### src/rtl/fan_drive_sequencer.sv
// Fan speed sequencer: speed level FSM with timer/obstacle/button arbitration
// and a tick-paced duty ramp toward the level's target for the PWM generator.
module fan_drive_sequencer #(
  parameter int RAMP_DIV     = 1_000_000,
  parameter int RESUME_TICKS = 100,
  parameter int DUTY_LOW     = 10,
  parameter int DUTY_MID     = 20,
  parameter int DUTY_HIGH    = 30
) (
  input  logic       clk,
  input  logic       reset_p,
  input  logic       btn_pe,
  input  logic       timer_end,
  input  logic       obstacle,
  output logic [6:0] duty,
  output logic [1:0] level,
  output logic [2:0] led_power,
  output logic       motor_idle,
  output logic       ramp_busy
);

  localparam int PW = (RAMP_DIV > 1) ? $clog2(RAMP_DIV) : 1;
  localparam int RW = $clog2(RESUME_TICKS + 1);
  localparam logic [PW-1:0] PRESC_MAX  = PW'(RAMP_DIV - 1);
  localparam logic [RW-1:0] RESUME_MAX = RW'(RESUME_TICKS - 1);

  typedef enum logic [1:0] {S_OFF, S_ACTIVE, S_PAUSED} state_t;

  state_t        state_q, state_d;
  logic [1:0]    level_q, level_d;
  logic [6:0]    duty_q, duty_d;
  logic [2:0]    led_q, led_d;
  logic          idle_q, idle_d;
  logic [PW-1:0] presc_q, presc_d;
  logic [RW-1:0] resume_q, resume_d;
  logic [6:0]    target;
  logic          tick;

  assign tick = (presc_q == PRESC_MAX);

  // Target follows the pre-update state, so a same-cycle button uses the old target.
  always_comb begin
    target = '0;
    if (state_q == S_ACTIVE) begin
      case (level_q)
        2'd1:    target = 7'(DUTY_LOW);
        2'd2:    target = 7'(DUTY_MID);
        2'd3:    target = 7'(DUTY_HIGH);
        default: target = '0;
      endcase
    end
  end

  always_comb begin
    // NOTE: every output of this block gets a default first so no path leaves
    // a signal unassigned, which would otherwise infer a latch.
    state_d  = state_q;
    level_d  = level_q;
    idle_d   = idle_q;
    resume_d = resume_q;
    duty_d   = duty_q;
    presc_d  = tick ? '0 : presc_q + PW'(1);

    if (tick) begin
      if (duty_q < target)      duty_d = duty_q + 7'd1;
      else if (duty_q > target) duty_d = duty_q - 7'd1;
    end

    if (timer_end) begin
      state_d  = S_OFF;
      level_d  = 2'd0;
      idle_d   = 1'b1;
      resume_d = '0;
    end else begin
      case (state_q)
        S_OFF: begin
          if (btn_pe) begin
            state_d = S_ACTIVE;
            level_d = 2'd1;
            idle_d  = 1'b0;
          end
        end
        S_ACTIVE: begin
          if (obstacle) begin
            state_d  = S_PAUSED;
            resume_d = '0;
          end else if (btn_pe) begin
            if (level_q == 2'd3) begin
              state_d = S_OFF;
              level_d = 2'd0;
              idle_d  = 1'b1;
            end else begin
              level_d = level_q + 2'd1;
            end
          end
        end
        S_PAUSED: begin
          if (obstacle) begin
            resume_d = '0;
          end else if (tick) begin
            if (resume_q == RESUME_MAX) begin
              state_d  = S_ACTIVE;
              resume_d = '0;
            end else begin
              resume_d = resume_q + RW'(1);
            end
          end
        end
        default: state_d = S_OFF;
      endcase
    end

    case (level_d)
      2'd1:    led_d = 3'b001;
      2'd2:    led_d = 3'b010;
      2'd3:    led_d = 3'b100;
      default: led_d = 3'b000;
    endcase
  end

  // NOTE: sequential state uses non-blocking assignments so every flop samples
  // the pre-edge values regardless of statement order.
  always_ff @(posedge clk or posedge reset_p) begin
    if (reset_p) begin
      state_q  <= S_OFF;
      level_q  <= 2'd0;
      duty_q   <= '0;
      led_q    <= 3'b000;
      idle_q   <= 1'b0;
      presc_q  <= '0;
      resume_q <= '0;
    end else begin
      state_q  <= state_d;
      level_q  <= level_d;
      duty_q   <= duty_d;
      led_q    <= led_d;
      idle_q   <= idle_d;
      presc_q  <= presc_d;
      resume_q <= resume_d;
    end
  end

  assign duty       = duty_q;
  assign level      = level_q;
  assign led_power  = led_q;
  assign motor_idle = idle_q;
  assign ramp_busy  = (duty_q != target);

endmodule

### config.mk
export PLATFORM = sky130hd
export DESIGN_NAME = fan_drive_sequencer
export DESIGN_NICKNAME = d
export VERILOG_FILES = /design/src/rtl/fan_drive_sequencer.sv
export SDC_FILE = /design/constraint.sdc
export NUM_CORES = 1
export LEC_CHECK = 0
export BUFFER_PORTS_ARGS = -buffer_cell sky130_fd_sc_hd__buf_2
export CORE_ASPECT_RATIO = 1.2
export CORE_UTILIZATION = 26
export DETAILED_ROUTE_END_ITERATION = 7
export GPL_TIMING_DRIVEN = 0
export RECOVER_POWER = 25
export SETUP_SLACK_MARGIN = 0.4
export SLEW_MARGIN = 20
export SYNTH_ARGS = -nofsm -noshare
export SYNTH_HDL_FRONTEND = slang
export SYNTH_SLANG_ARGS = --single-unit
### constraint.sdc
create_clock -name clk -period 3.7 [get_ports clk]
set_clock_uncertainty 0.05 [all_clocks]
set_input_delay 0.74 -clock clk [delete_from_list [all_inputs] [get_ports clk]]
set_output_delay 0.74 -clock clk [all_outputs]
set_load 0.05 [all_outputs]
Word-level counts from Yosys, hierarchy flattened
Index checks and enable logic that the tools add are counted. W data, S select, Z words.

Add/sub/neg operators: 5. Multipliers: 0. Div/mod/pow operators: 0. Magnitude comparators: 2. Eq/ne operators: 22. Shift operators: 0. Muxes and demuxes: 33. Bitwise logic cells: 0. Reductions and logical operators: 8.

Operator list (number): $mux W7 (7); $mux W2 (13); $ne A3 B3 Y1 const B (7); $add A20 B1 Y20 const B (1); $eq A20 B20 Y1 const B (1); $mux W20 (1); $pmux W5 S3 (1); $add A7 B1 Y7 const B (2); $pmux W7 S2 (1); $eq A2 B2 Y1 const B (5); $pmux W3 S3 (1); $ne A4 B4 Y1 const B (2); $eq A7 B7 Y1 const B (1); $gt A7 B7 Y1 (1); $lt A7 B7 Y1 (1); $ne A7 B7 Y1 (1); $sub A7 B1 Y7 const B (1); $eq A2 B1 Y1 const B (3); $pmux W2 S3 (1); $reduce_and A6 Y1 (1); $reduce_bool A3 Y1 (2); $mux W1 (5); $mux W5 (1); $reduce_and A5 Y1 (1); other kinds (9) (9).

Register bits after elaboration: 42. Bits in latches: 0. Memory bits (writable): 0. Memory bits (read-only): 0. Input port bits: 5. Output and inout bits: 14. Logic and storage cells: 77. Memories: 0.

Longest topological paths before layout
Depth after elaboration: 8. Gate-level depth with buffers: 16.

Worst setup path before layout
No wires, ideal clock.

Path type: reg-to-reg. From: register level_q[0], in the netlist level[0]. To: register duty_q[6], in the netlist duty[6]. Setup time: 0.127 ns. Arrival time: 3.463 ns. Data required time: 3.523 ns. Path slack: 0.060 ns. Stages on the path, launching flop included: 15. Buffers on the path: 0. Period minus slack after synthesis: 3.640 ns. Path through: dfrtp_1 -> inv_1 -> ha_1 -> or3_1 -> ha_1 -> o21ai_0 -> a21oi_1 -> nor3_1 -> nand2b_1 -> fa_1 -> a211oi_1 -> o21bai_1 -> a21oi_1 -> o311a_1 -> nor3_2.

Longest elaborated chain between the ends: 6.

Ends and longest elaborated chain: start: declaration (line 30) `logic [1:0] level_q, level_d;`; start signal: assignment (line 134) `level_q <= level_d;`; $eq A2 B2 Y1 or $eq A2 B1 Y1 (tied branches) (line 45) `case (level_q)`; $pmux W5 S3 (*) (line 45); $mux W5 (*) (line 44) `if (state_q == S_ACTIVE) begin`; $lt A7 B7 Y1 or $gt A7 B7 Y1 (tied branches) (line 65, 66); $reduce_bool A2 Y1 (no source line); $reduce_and A2 Y1 (no source line); end signal: assignment (line 135) `duty_q <= duty_d;`; end: declaration (line 31) `logic [6:0] duty_q, duty_d;`.

Every way passes the cells marked *; elsewhere a longest branch is shown, timed or not. A chain may end at the register's enable or synchronous reset.

Worst setup path in the final report
From: register level_q[1], in the netlist level[1]. To: register duty_q[6], in the netlist duty[6].

The elaborated chain is that of the path after synthesis.

==> impl_metrics.tcl <==
set metrics [dict create \
    die_width_um 91.4 \
    arrival_ns 3.28 \
    layout_min_cycle_time_ns 3.14 \
    tns_ns 0 \
    synthSimpleGateAreaFrac_pct 24.4 \
    ys_seq_elements 42 \
    ios 19 \
    gp_congestion 0.754 \
    endpoint_kind "register" \
    start_util_pct 27.1 \
    synthTopCellsByArea "dfrtp_1 (42%), ha_1 (8.0%), nor2_1 (3.3%), nand2_1 (3.2%), xor2_1 (3.2%)" \
    cts_root_buffer "clkbuf_8" \
    final_cell_mix "dfrtp_1 (39), nor2_1 (22), nand2_1 (21), buf_2 (17)" \
    detail_route.wl_per_cell_um 13.0 \
    gr-usage-all-layers_pct 11.4 \
    antenna_left 0 \
    grt_max_degree 23 \
    cp_max_fo 6 \
    seq_area_frac_synth_pct 42.2 \
    synthArstFlopShare_pct 100 \
    synth_ff_type "dfrtp_1" \
    cap_violations 0 \
    clkPwrFrac_pct 34.3 \
    row_count 38 \
    p_int_w 0.000628 \
    powerDensity_mw_per_mm2 288 \
    vdd_drop_max_uv 103 \
    synth_top_family_by_area "simple AND/OR/NAND/NOR gates" \
    chipHeight_um 109 \
    max_slew_margin_pct 23.0 \
    clockBufferDepth 2 \
    hpwlAfterDp_um 3740 \
    holdWs_ns 0.440 \
    cts_tree "built" \
    setup_violations 0 \
    max_freq_mhz 319 \
    synth_xor_area_share_pct 5.98 \
    synth_compound_area_share_pct 12.8 \
    synth_largest_area_cell "dfrtp_1" \
    netlist_area_mm2 0.00249 \
    n_antenna_cell 0 \
    leakagePower_nw 1.31 \
    cts_sinks 42 \
    finalCritPeriodShare_pct 84.8 \
    overflow 0 \
    initialDrtViolationCount 93 \
    dieArea_mm2 0.00998 \
    drive_above_1_share_pct 22.2 \
    switching_share_pct 26.1 \
    grt_pass1_wl_um 9030 \
    antenna_found_initial 0 \
    nNetsFinal 305 \
    ys.warnings.count 0 \
    avgSynthCellArea_um2 9.85 \
    clock_latency_ns 0.30 \
    rr_worst_depth 15 \
    drc 0 \
    numCtsBuffers 5 \
    dr.pass1.iters 4 \
    final_common_cell "dfrtp_1" \
    hold_viol_final 0 \
    status "complete, no violations" \
    hp-class "register to register" \
    io_buffers 17 \
    synth_cell_type_count 53 \
    power_switching_w 0.000222 \
    critPathKind "register to register" \
    clkTransAtPathRegs_ns 0.08 \
    slew_viol_final 0 \
    n_fill_cell 952 \
    power_w 0.000850 \
    postSynthCellCount 253 \
    synth_mux_area_share_pct 3.52 \
    synthAdderAreaFrac_pct 8.84 \
    synth_fp_nets 275 \
    worstPathRequired_ns 3.84 \
    htreeDepth 2 \
    syn2layout_area_growth_pct 18.5 \
    grt_pass1_vias 1911 \
    synth_edf_count 0 \
    via_per_inst 4.87 \
    num_vias 1968 \
    combinationalPowerShare_pct 10.2 \
    worst_slew_pin_slew_ns 1.16 \
    hold_depth 1 \
    coreArea_mm2 0.00918 \
    synth_top_area_share_pct 42.2 \
    p_seq_share_pct 55.6 \
    routed_wl_um 5230 \
    rsz0062_at_grt "false" \
    cp-start-kind "register" \
]
## routing by layer
| metal | GRT usage, % | vias to the layer above | share of wire, % |
|---|---|---|---|
| met2 | 20.0 | 16 | 50 |
| li1 | - | 974 | - |
| met5 | 0 | - | 0 |
| met1 | 13.3 | 971 | 46 |
| met3 | 2.93 | 7 | 2.6 |
| met4 | 4.42 | 0 | 1.6 |
## sequential cells by signal (all words and copies together) (netlist names)
register and count:
level 2, motor_idle 1, presc_q 20, state_q 2, led_power 3, duty 7, resume_q 7
## area by class of cell
class                           count  area (um2)  share of cell area, %
Multi-Input combinational cell    196        1490                   50.3
Sequential cell                    42        1050                   35.7
Tap cell                          120         150                   5.08
Timing Repair Buffer               23         126                   4.28
Clock buffer                        8        80.1                   2.71
Inverter                           13        48.8                   1.65
Buffer                              2        7.51                  0.254
## through the flow
| step | cells | cell area [um2] | setup WS (ns) | utilization [%] |
|---|---|---|---|---|
| global placement | 390 | 2740 | 0.347 | 29.8 |
| floorplan | 253 | 2500 | 0.424 | - |
| global route | 404 | 2950 | 0.371 | 32.2 |
| CTS | 402 | 2890 | 0.401 | 31.5 |
| detailed placement | 391 | 2760 | 0.287 | 30.1 |
| finish | 404 | 2950 | 0.563 | 32.2 |
## synth_stat cells, types with 3 or more instances
library cell / instances
a21o_1: 3
a21oi_1: 8
dfrtp_1: 42
ha_1: 16
inv_1: 13
mux2_2: 6
nand2_1: 21
nand2b_1: 7
nand3_1: 14
nand4_1: 5
nor2_1: 22
nor3_1: 5
o21ai_0: 15
o21bai_1: 4
o31a_1: 3
or3_1: 6
xnor2_1: 8
xor2_1: 9
## worst paths after layout
| check | startpoint | slack, ns | endpoint |
|---|---|---|---|
| worst max-delay path | level[1] | 0.56 | duty[6] |
| worst min-delay path | presc_q[4] | 0.44 | presc_q[4] |
| worst max register to register | level[1] | 0.56 | duty[6] |
| worst min register to register | presc_q[4] | 0.44 | presc_q[4] |
| max in group asynchronous | reset_p | 1.52 | resume_q[4] |
| min in group asynchronous | reset_p | 0.55 | presc_q[0] |
## worst max-delay path, stage by stage, from the launching register on
cell	delay, ns
dfrtp_2	0.46
inv_2	0.07
ha_1	0.13
nor2_1	0.04
or3_4	0.41
ha_4	0.23
o21ai_2	0.12
a21oi_2	0.07
nor3_4	0.18
nand2b_4	0.12
fa_2	0.39
a211oi_2	0.24
o21bai_1	0.10
a21oi_2	0.17
o311a_1	0.20
nor3_2	0.04
## power by group through the flow
stage                     clock network [W]  logic (W)  registers, W
after floorplan                           0  0.0000463      0.000493
after global placement                    0  0.0000773      0.000481
after detailed placement                  0  0.0000819      0.000481
after CTS                          0.000307  0.0000875      0.000472
after global routing               0.000328  0.0000959      0.000474
final                              0.000291  0.0000865      0.000472
## logic make-up (layout without fill, tap and decap cells)
group,count (synthesis),count (layout)
simple gates,106,106
buf+inv,15,46
mux,8,8
fa+ha+maj,17,17
compound gates,48,48
xor+xnor,17,17
flops,42,42
## repair_timing
item,4_1_cts,5_1_grt
buffers inserted,3,2
hold buffers,0,0
pin swaps,1,7
endpoints found under the setup margin,2,5
gates resized for setup,3,16
No activity file was read; power rests on OpenSTA's default activity.
